===== src/rtl/mem_stage.sv =====
// Memory pipeline stage: data-bus access, address exception checks, load extension
// and the M/W pipeline register.
module mem_stage (
    input  logic        clk,
    input  logic        reset,
    input  logic        Req,
    input  logic [31:0] EBase,
    input  logic [31:0] M_PC,
    input  logic [31:0] M_Ins,
    input  logic        M_DS,
    input  logic [4:0]  temp_M_ExcCode,
    input  logic        M_Exc_DMOv,
    input  logic [31:0] M_ALU_Y,
    input  logic [31:0] M_rt_fw,
    input  logic [31:0] M_HI,
    input  logic [31:0] M_LO,
    input  logic [4:0]  M_GRF_WA,
    input  logic [2:0]  M_WDSrc,
    input  logic [31:0] m_data_rdata,
    output logic [31:0] m_data_addr,
    output logic [31:0] m_data_wdata,
    output logic [3:0]  m_data_byteen,
    output logic [4:0]  M_ExcCode,
    output logic [31:0] M_GRF_WD,
    output logic [1:0]  M_Tnew,
    output logic [31:0] W_PC,
    output logic [31:0] W_Ins,
    output logic [4:0]  W_GRF_WA,
    output logic [31:0] W_GRF_WD
);
    localparam logic [5:0] OP_LW  = 6'b100011;
    localparam logic [5:0] OP_LH  = 6'b100001;
    localparam logic [5:0] OP_LHU = 6'b100101;
    localparam logic [5:0] OP_LB  = 6'b100000;
    localparam logic [5:0] OP_LBU = 6'b100100;
    localparam logic [5:0] OP_SW  = 6'b101011;
    localparam logic [5:0] OP_SH  = 6'b101001;
    localparam logic [5:0] OP_SB  = 6'b101000;

    logic [5:0]  op;
    logic        is_lw, is_lh, is_lhu, is_lb, is_lbu, is_sw, is_sh, is_sb;
    logic        is_load, is_store;
    logic        in_dm, in_tc0, in_tc1, in_ig, in_map, in_timer, is_count;
    logic        misalign, load_bad, store_bad;
    logic [15:0] half;
    logic [7:0]  byte_sel;
    logic [31:0] load_data;

    logic [31:0] w_pc_q, w_pc_d;
    logic [31:0] w_ins_q, w_ins_d;
    logic [4:0]  w_wa_q, w_wa_d;
    logic [31:0] w_wd_q, w_wd_d;

    assign op       = M_Ins[31:26];
    assign is_lw    = (op == OP_LW);
    assign is_lh    = (op == OP_LH);
    assign is_lhu   = (op == OP_LHU);
    assign is_lb    = (op == OP_LB);
    assign is_lbu   = (op == OP_LBU);
    assign is_sw    = (op == OP_SW);
    assign is_sh    = (op == OP_SH);
    assign is_sb    = (op == OP_SB);
    assign is_load  = is_lw | is_lh | is_lhu | is_lb | is_lbu;
    assign is_store = is_sw | is_sh | is_sb;

    assign m_data_addr = M_ALU_Y;

    assign in_dm    = (M_ALU_Y <= 32'h0000_2FFF);
    assign in_tc0   = (M_ALU_Y >= 32'h0000_7F00) && (M_ALU_Y <= 32'h0000_7F0B);
    assign in_tc1   = (M_ALU_Y >= 32'h0000_7F10) && (M_ALU_Y <= 32'h0000_7F1B);
    assign in_ig    = (M_ALU_Y >= 32'h0000_7F20) && (M_ALU_Y <= 32'h0000_7F23);
    assign in_map   = in_dm | in_tc0 | in_tc1 | in_ig;
    assign in_timer = in_tc0 | in_tc1;
    // Timer count registers are read-only from the bus.
    assign is_count = (M_ALU_Y == 32'h0000_7F08) || (M_ALU_Y == 32'h0000_7F18);

    assign misalign = ((is_lw | is_sw) & (M_ALU_Y[1:0] != 2'b00)) |
                      ((is_lh | is_lhu | is_sh) & M_ALU_Y[0]);

    assign load_bad  = is_load & (misalign | M_Exc_DMOv | ~in_map |
                                  (~is_lw & in_timer));
    assign store_bad = is_store & (misalign | M_Exc_DMOv | ~in_map |
                                   (~is_sw & in_timer) | is_count);

    always_comb begin
        if (temp_M_ExcCode != 5'd0) M_ExcCode = temp_M_ExcCode;
        else if (load_bad)          M_ExcCode = 5'd4;
        else if (store_bad)         M_ExcCode = 5'd5;
        else                        M_ExcCode = 5'd0;
    end

    always_comb begin
        m_data_byteen = 4'b0000;
        m_data_wdata  = M_rt_fw;
        if (is_sh) m_data_wdata = {2{M_rt_fw[15:0]}};
        if (is_sb) m_data_wdata = {4{M_rt_fw[7:0]}};
        if (reset && !Req && M_ExcCode == 5'd0) begin
            if (is_sw)      m_data_byteen = 4'b1111;
            else if (is_sh) m_data_byteen = 4'b0011 << M_ALU_Y[1:0];
            else if (is_sb) m_data_byteen = 4'b0001 << M_ALU_Y[1:0];
        end
    end

    always_comb begin
        case (M_WDSrc)
            3'b001:  M_GRF_WD = 32'd0;
            3'b010:  M_GRF_WD = M_PC + 32'd8;
            3'b011:  M_GRF_WD = M_HI;
            3'b100:  M_GRF_WD = M_LO;
            default: M_GRF_WD = M_ALU_Y;
        endcase
    end

    assign M_Tnew = (M_WDSrc == 3'b001) ? 2'd1 : 2'd0;

    always_comb begin
        half = M_ALU_Y[1] ? m_data_rdata[31:16] : m_data_rdata[15:0];
        case (M_ALU_Y[1:0])
            2'b00:   byte_sel = m_data_rdata[7:0];
            2'b01:   byte_sel = m_data_rdata[15:8];
            2'b10:   byte_sel = m_data_rdata[23:16];
            default: byte_sel = m_data_rdata[31:24];
        endcase
        if (is_lh)       load_data = {{16{half[15]}}, half};
        else if (is_lhu) load_data = {16'd0, half};
        else if (is_lb)  load_data = {{24{byte_sel[7]}}, byte_sel};
        else if (is_lbu) load_data = {24'd0, byte_sel};
        else             load_data = m_data_rdata;
    end

    always_comb begin
        w_pc_d  = M_PC;
        w_ins_d = M_Ins;
        w_wa_d  = (M_ExcCode != 5'd0) ? 5'd0 : M_GRF_WA;
        w_wd_d  = is_load ? load_data : M_GRF_WD;
        if (Req) begin
            w_pc_d  = EBase;
            w_ins_d = 32'd0;
            w_wa_d  = 5'd0;
            w_wd_d  = 32'd0;
        end
    end

    always_ff @(posedge clk) begin
        if (!reset) begin
            w_pc_q  <= 32'd0;
            w_ins_q <= 32'd0;
            w_wa_q  <= 5'd0;
            w_wd_q  <= 32'd0;
        end else begin
            w_pc_q  <= w_pc_d;
            w_ins_q <= w_ins_d;
            w_wa_q  <= w_wa_d;
            w_wd_q  <= w_wd_d;
        end
    end

    assign W_PC     = w_pc_q;
    assign W_Ins    = w_ins_q;
    assign W_GRF_WA = w_wa_q;
    assign W_GRF_WD = w_wd_q;

    // The delay-slot flag is consumed by CP0 directly, not by this stage.
    logic unused_ds;
    assign unused_ds = M_DS;
endmodule


===== config.mk =====
export PLATFORM = sky130hd
export DESIGN_NAME = mem_stage
export DESIGN_NICKNAME = d
export VERILOG_FILES = /design/src/rtl/mem_stage.sv
export SDC_FILE = /design/constraint.sdc
export NUM_CORES = 1
export LEC_CHECK = 0
export ABC_AREA = 1
export CORE_AREA = 5 5 186 188
export CTS_CLUSTER_DIAMETER = 150
export DETAILED_ROUTE_END_ITERATION = 8
export DIE_AREA = 0 0 191 193
export SLEW_MARGIN = 20
export SYNTH_ARGS = -nofsm -noshare
export SYNTH_HDL_FRONTEND = slang
export SYNTH_SLANG_ARGS = --single-unit

===== constraint.sdc =====
create_clock -name clk -period 6.1 [get_ports clk]
set_input_delay 1.83 -clock clk [delete_from_list [all_inputs] [get_ports clk]]
set_output_delay 1.83 -clock clk [all_outputs]
set_load 0.02 [all_outputs]

==> results.sh <==
export IMPL_intPower_w=0.001397
export IMPL_grt_pass1_wl_um=59480
export IMPL_clkTransAtPathRegs_ns=0.09
export IMPL_layout_commonest_cell="clkdlybuf4s50_1"
export IMPL_pre_cts_ws_ns=-0.2528
export IMPL_die_h_um=193
export IMPL_dp_cells=2123
export IMPL_tightestPinTransition_ns=0.8842
export IMPL_rows=67
export IMPL_worst_path_buf_inv=5
export IMPL_cts_root_buf="clkbuf_16"
export IMPL_worst_slack_ns=0.1075
export IMPL_drc=0
export IMPL_hpwl_um=35520
export IMPL_gr_usage_all_layers_pct=21.73
export IMPL_worst_ir_drop_vdd_mv=0.1296
export IMPL_switching_share_pct=35.04
export IMPL_drive_gt1_share_pct=13.24
export IMPL_maxCapViolations=0
export IMPL_ys_types=44
export IMPL_power_w=0.002151
export IMPL_leakage_nw=6.012
export IMPL_drt_first_iter_violations=582
export IMPL_crit_type="in2out"
export IMPL_wl_per_cell_um=19.67
export IMPL_drtPass1Iterations=5
export IMPL_core_mm2=0.03295
export IMPL_overflow=0
export IMPL_wl_um=42270
export IMPL_syn2layout_area_growth_pct=94.30
export IMPL_syn_mean_instance_area_um2=6.021
export IMPL_yosysWarnings=0
export IMPL_place_congestion=0.9055
export IMPL_cts_htree_levels=3
export IMPL_cp_cell_sequence="clkdlybuf4s50_1 -> buf_4 -> nand2_1 -> nor2_2 -> nand2_1 -> buf_4 -> nor2_1 -> buf_4 -> o21ai_0 -> nand4_1 -> clkdlybuf4s50_1"
export IMPL_fin_nets=1974
export IMPL_slowest_delay_ns=0.67
export IMPL_cpMostUsedCell="buf_4"
export IMPL_grt_max_degree=53
export IMPL_crit_required_ns=4.27
export IMPL_period_share_pct=98.24
export IMPL_syn_inst=1131
export IMPL_power_density_mw_per_mm2=162.6
export IMPL_grt_pass1_vias=9568
export IMPL_synth_area_leaders="dfxtp_1 (30%), nand2_1 (16%), o21ai_0 (8.9%)"
export IMPL_min_path_type="in2reg"
export IMPL_synth_edf_count=0
export IMPL_power_frac_comb_pct=38.3
export IMPL_syn_area_mm2=0.006810
export IMPL_cpMaxStageDelayCell="clkdlybuf4s50_1"
export IMPL_synth_yosys_seq_area_share_pct=29.69
export IMPL_vias=9619
export IMPL_start_util_pct=20.67
export IMPL_antenna_found_initial=3
export IMPL_path_max_fanout=5
export IMPL_cts_tree="yes"
export IMPL_cts_buffers=9
export IMPL_viasPerCell=4.476
export IMPL_crit_arrival_ns=4.16
export IMPL_fin_setup_tns_ns=0
export IMPL_io_pins=482
export IMPL_synth_ff_type="dfxtp_1"
export IMPL_cts_buffer_depth=2
export IMPL_crit_family="buffers and inverters"
export IMPL_seq_power_share_pct=32.7
export IMPL_layout_cells_non_filler=2149
export IMPL_setup_violations=0
export IMPL_cp_end_kind="output pin"
export IMPL_final_cell_mix="clkdlybuf4s50_1 (448), nand2_1 (285), buf_4 (164)"
export IMPL_chipWidth_um=191
export IMPL_finalHoldViolCount=0
export IMPL_finalCriticalPeriod_ns=5.993
export IMPL_power_clock_fraction_pct=29.0
export IMPL_synth_top_area_share_pct=29.69
export IMPL_ant_nets=0
export IMPL_p_switching_w=0.0007538
export IMPL_ys_ff_latch=101
export IMPL_slew_limit_headroom_pct=40.56
export IMPL_status="finished clean"
export IMPL_port_buffers=479
export IMPL_timing_fmax_mhz=166.9
export IMPL_startpoint_type="primary input"
export IMPL_cts_sinks=101
export IMPL_drv_slew=0
export IMPL_synthArstFlopShare_pct=0
export IMPL_synth_top_cell_by_area="dfxtp_1"
export IMPL_synth_nets=1411
export IMPL_dieArea_mm2=0.03686
export IMPL_fillCellCount=3482
-- repair_timing --
action                     4_1_cts  5_1_grt
resized for setup               21       25
setup buffers                    0        8
setup endpoints to repair       22       22
pin swaps                        0        4
hold buffers                     0        0
-- layout make-up --
cell class,instances,area (um^2),share of cell area (%)
diodes,2,5.005,0.03782
clock buffers,9,225.2,1.702
clock inverters,7,73.82,0.5579
inverters,145,548.0,4.141
multi-input cells,795,3787,28.62
flip-flops and latches,101,2022,15.28
well taps,448,560.5,4.236
repair buffers,642,6011,45.42
-- cell usage after synthesis, types with 4 or more instances --
| master | n |
|---|---|
| a22o_1 | 11 |
| nor2_1 | 122 |
| nand2_1 | 286 |
| ha_1 | 6 |
| nor3_1 | 10 |
| o21ai_1 | 14 |
| dfxtp_1 | 101 |
| nor4_1 | 4 |
| nand3_1 | 79 |
| inv_2 | 6 |
| o21ai_0 | 121 |
| nand4_1 | 30 |
| nand3b_1 | 8 |
| o211ai_1 | 6 |
| a21oi_1 | 64 |
| nor2_2 | 6 |
| inv_1 | 138 |
| buf_4 | 41 |
| buf_2 | 6 |
| clkbuf_1 | 38 |
-- power by group through the flow --
stage | logic, W | clock network, W | registers (W)
after global placement | 0.000828 | 0 | 0.000718
after CTS | 0.000826 | 0.000647 | 0.000704
after global routing | 0.000878 | 0.000666 | 0.000707
after detailed placement | 0.000829 | 0 | 0.000719
final | 0.000823 | 0.000625 | 0.000704
after floorplan | 0.000262 | 0 | 0.000764
-- tightest hold or removal path: cells and delay by family --
family	cells	cell delay, ns
simple gates	1	0.03
buf+inv	2	0.44
-- flip-flops by register name, summed over array words and instances (netlist names) --
signal and count:
W_GRF_WA 5, W_GRF_WD 32, W_Ins 32, W_PC 32
-- cell families (layout without fill, tap and decap cells) --
kind of cell / after synthesis / count (layout) / share of synthesized area [%]
fa+ha+maj: 6 / 6 / 1.102
simple gates: 561 / 561 / 35.62
flops: 101 / 101 / 29.69
buf+inv: 235 / 803 / 15.45
compound gates: 227 / 227 / 18.08
other cells: 1 / 3 / 0.05506
-- layer usage --
metal | GRT usage, % | share of wire [%]
met4 | 6.934 | 2.7
met2 | 38.57 | 49
met5 | 0 | 0.031
met3 | 5.960 | 9.8
met1 | 25.52 | 39
-- through the flow --
stage / hold slack (ns) / util, % / area, um^2
3_5_place_dp: 2.359 / 38.96 / 12830
4_1_cts: 1.946 / 39.81 / 13120
3_3_place_gp: 2.356 / 38.96 / 12830
5_1_grt: 1.960 / 40.17 / 13230
2_1_floorplan: 1.942 / - / 6810
6_report: 1.960 / 40.17 / 13230
-- path summary, 6_finish.rpt --
path | startpoint | to | slack (ns) | depth (start not counted)
worst max-delay path | M_PC[3] | M_GRF_WD[8] | 0.11 | 11
worst min-delay path | M_GRF_WA[4] | W_GRF_WA[4] | 1.96 | 3
Power figures use the tool's default switching activity.
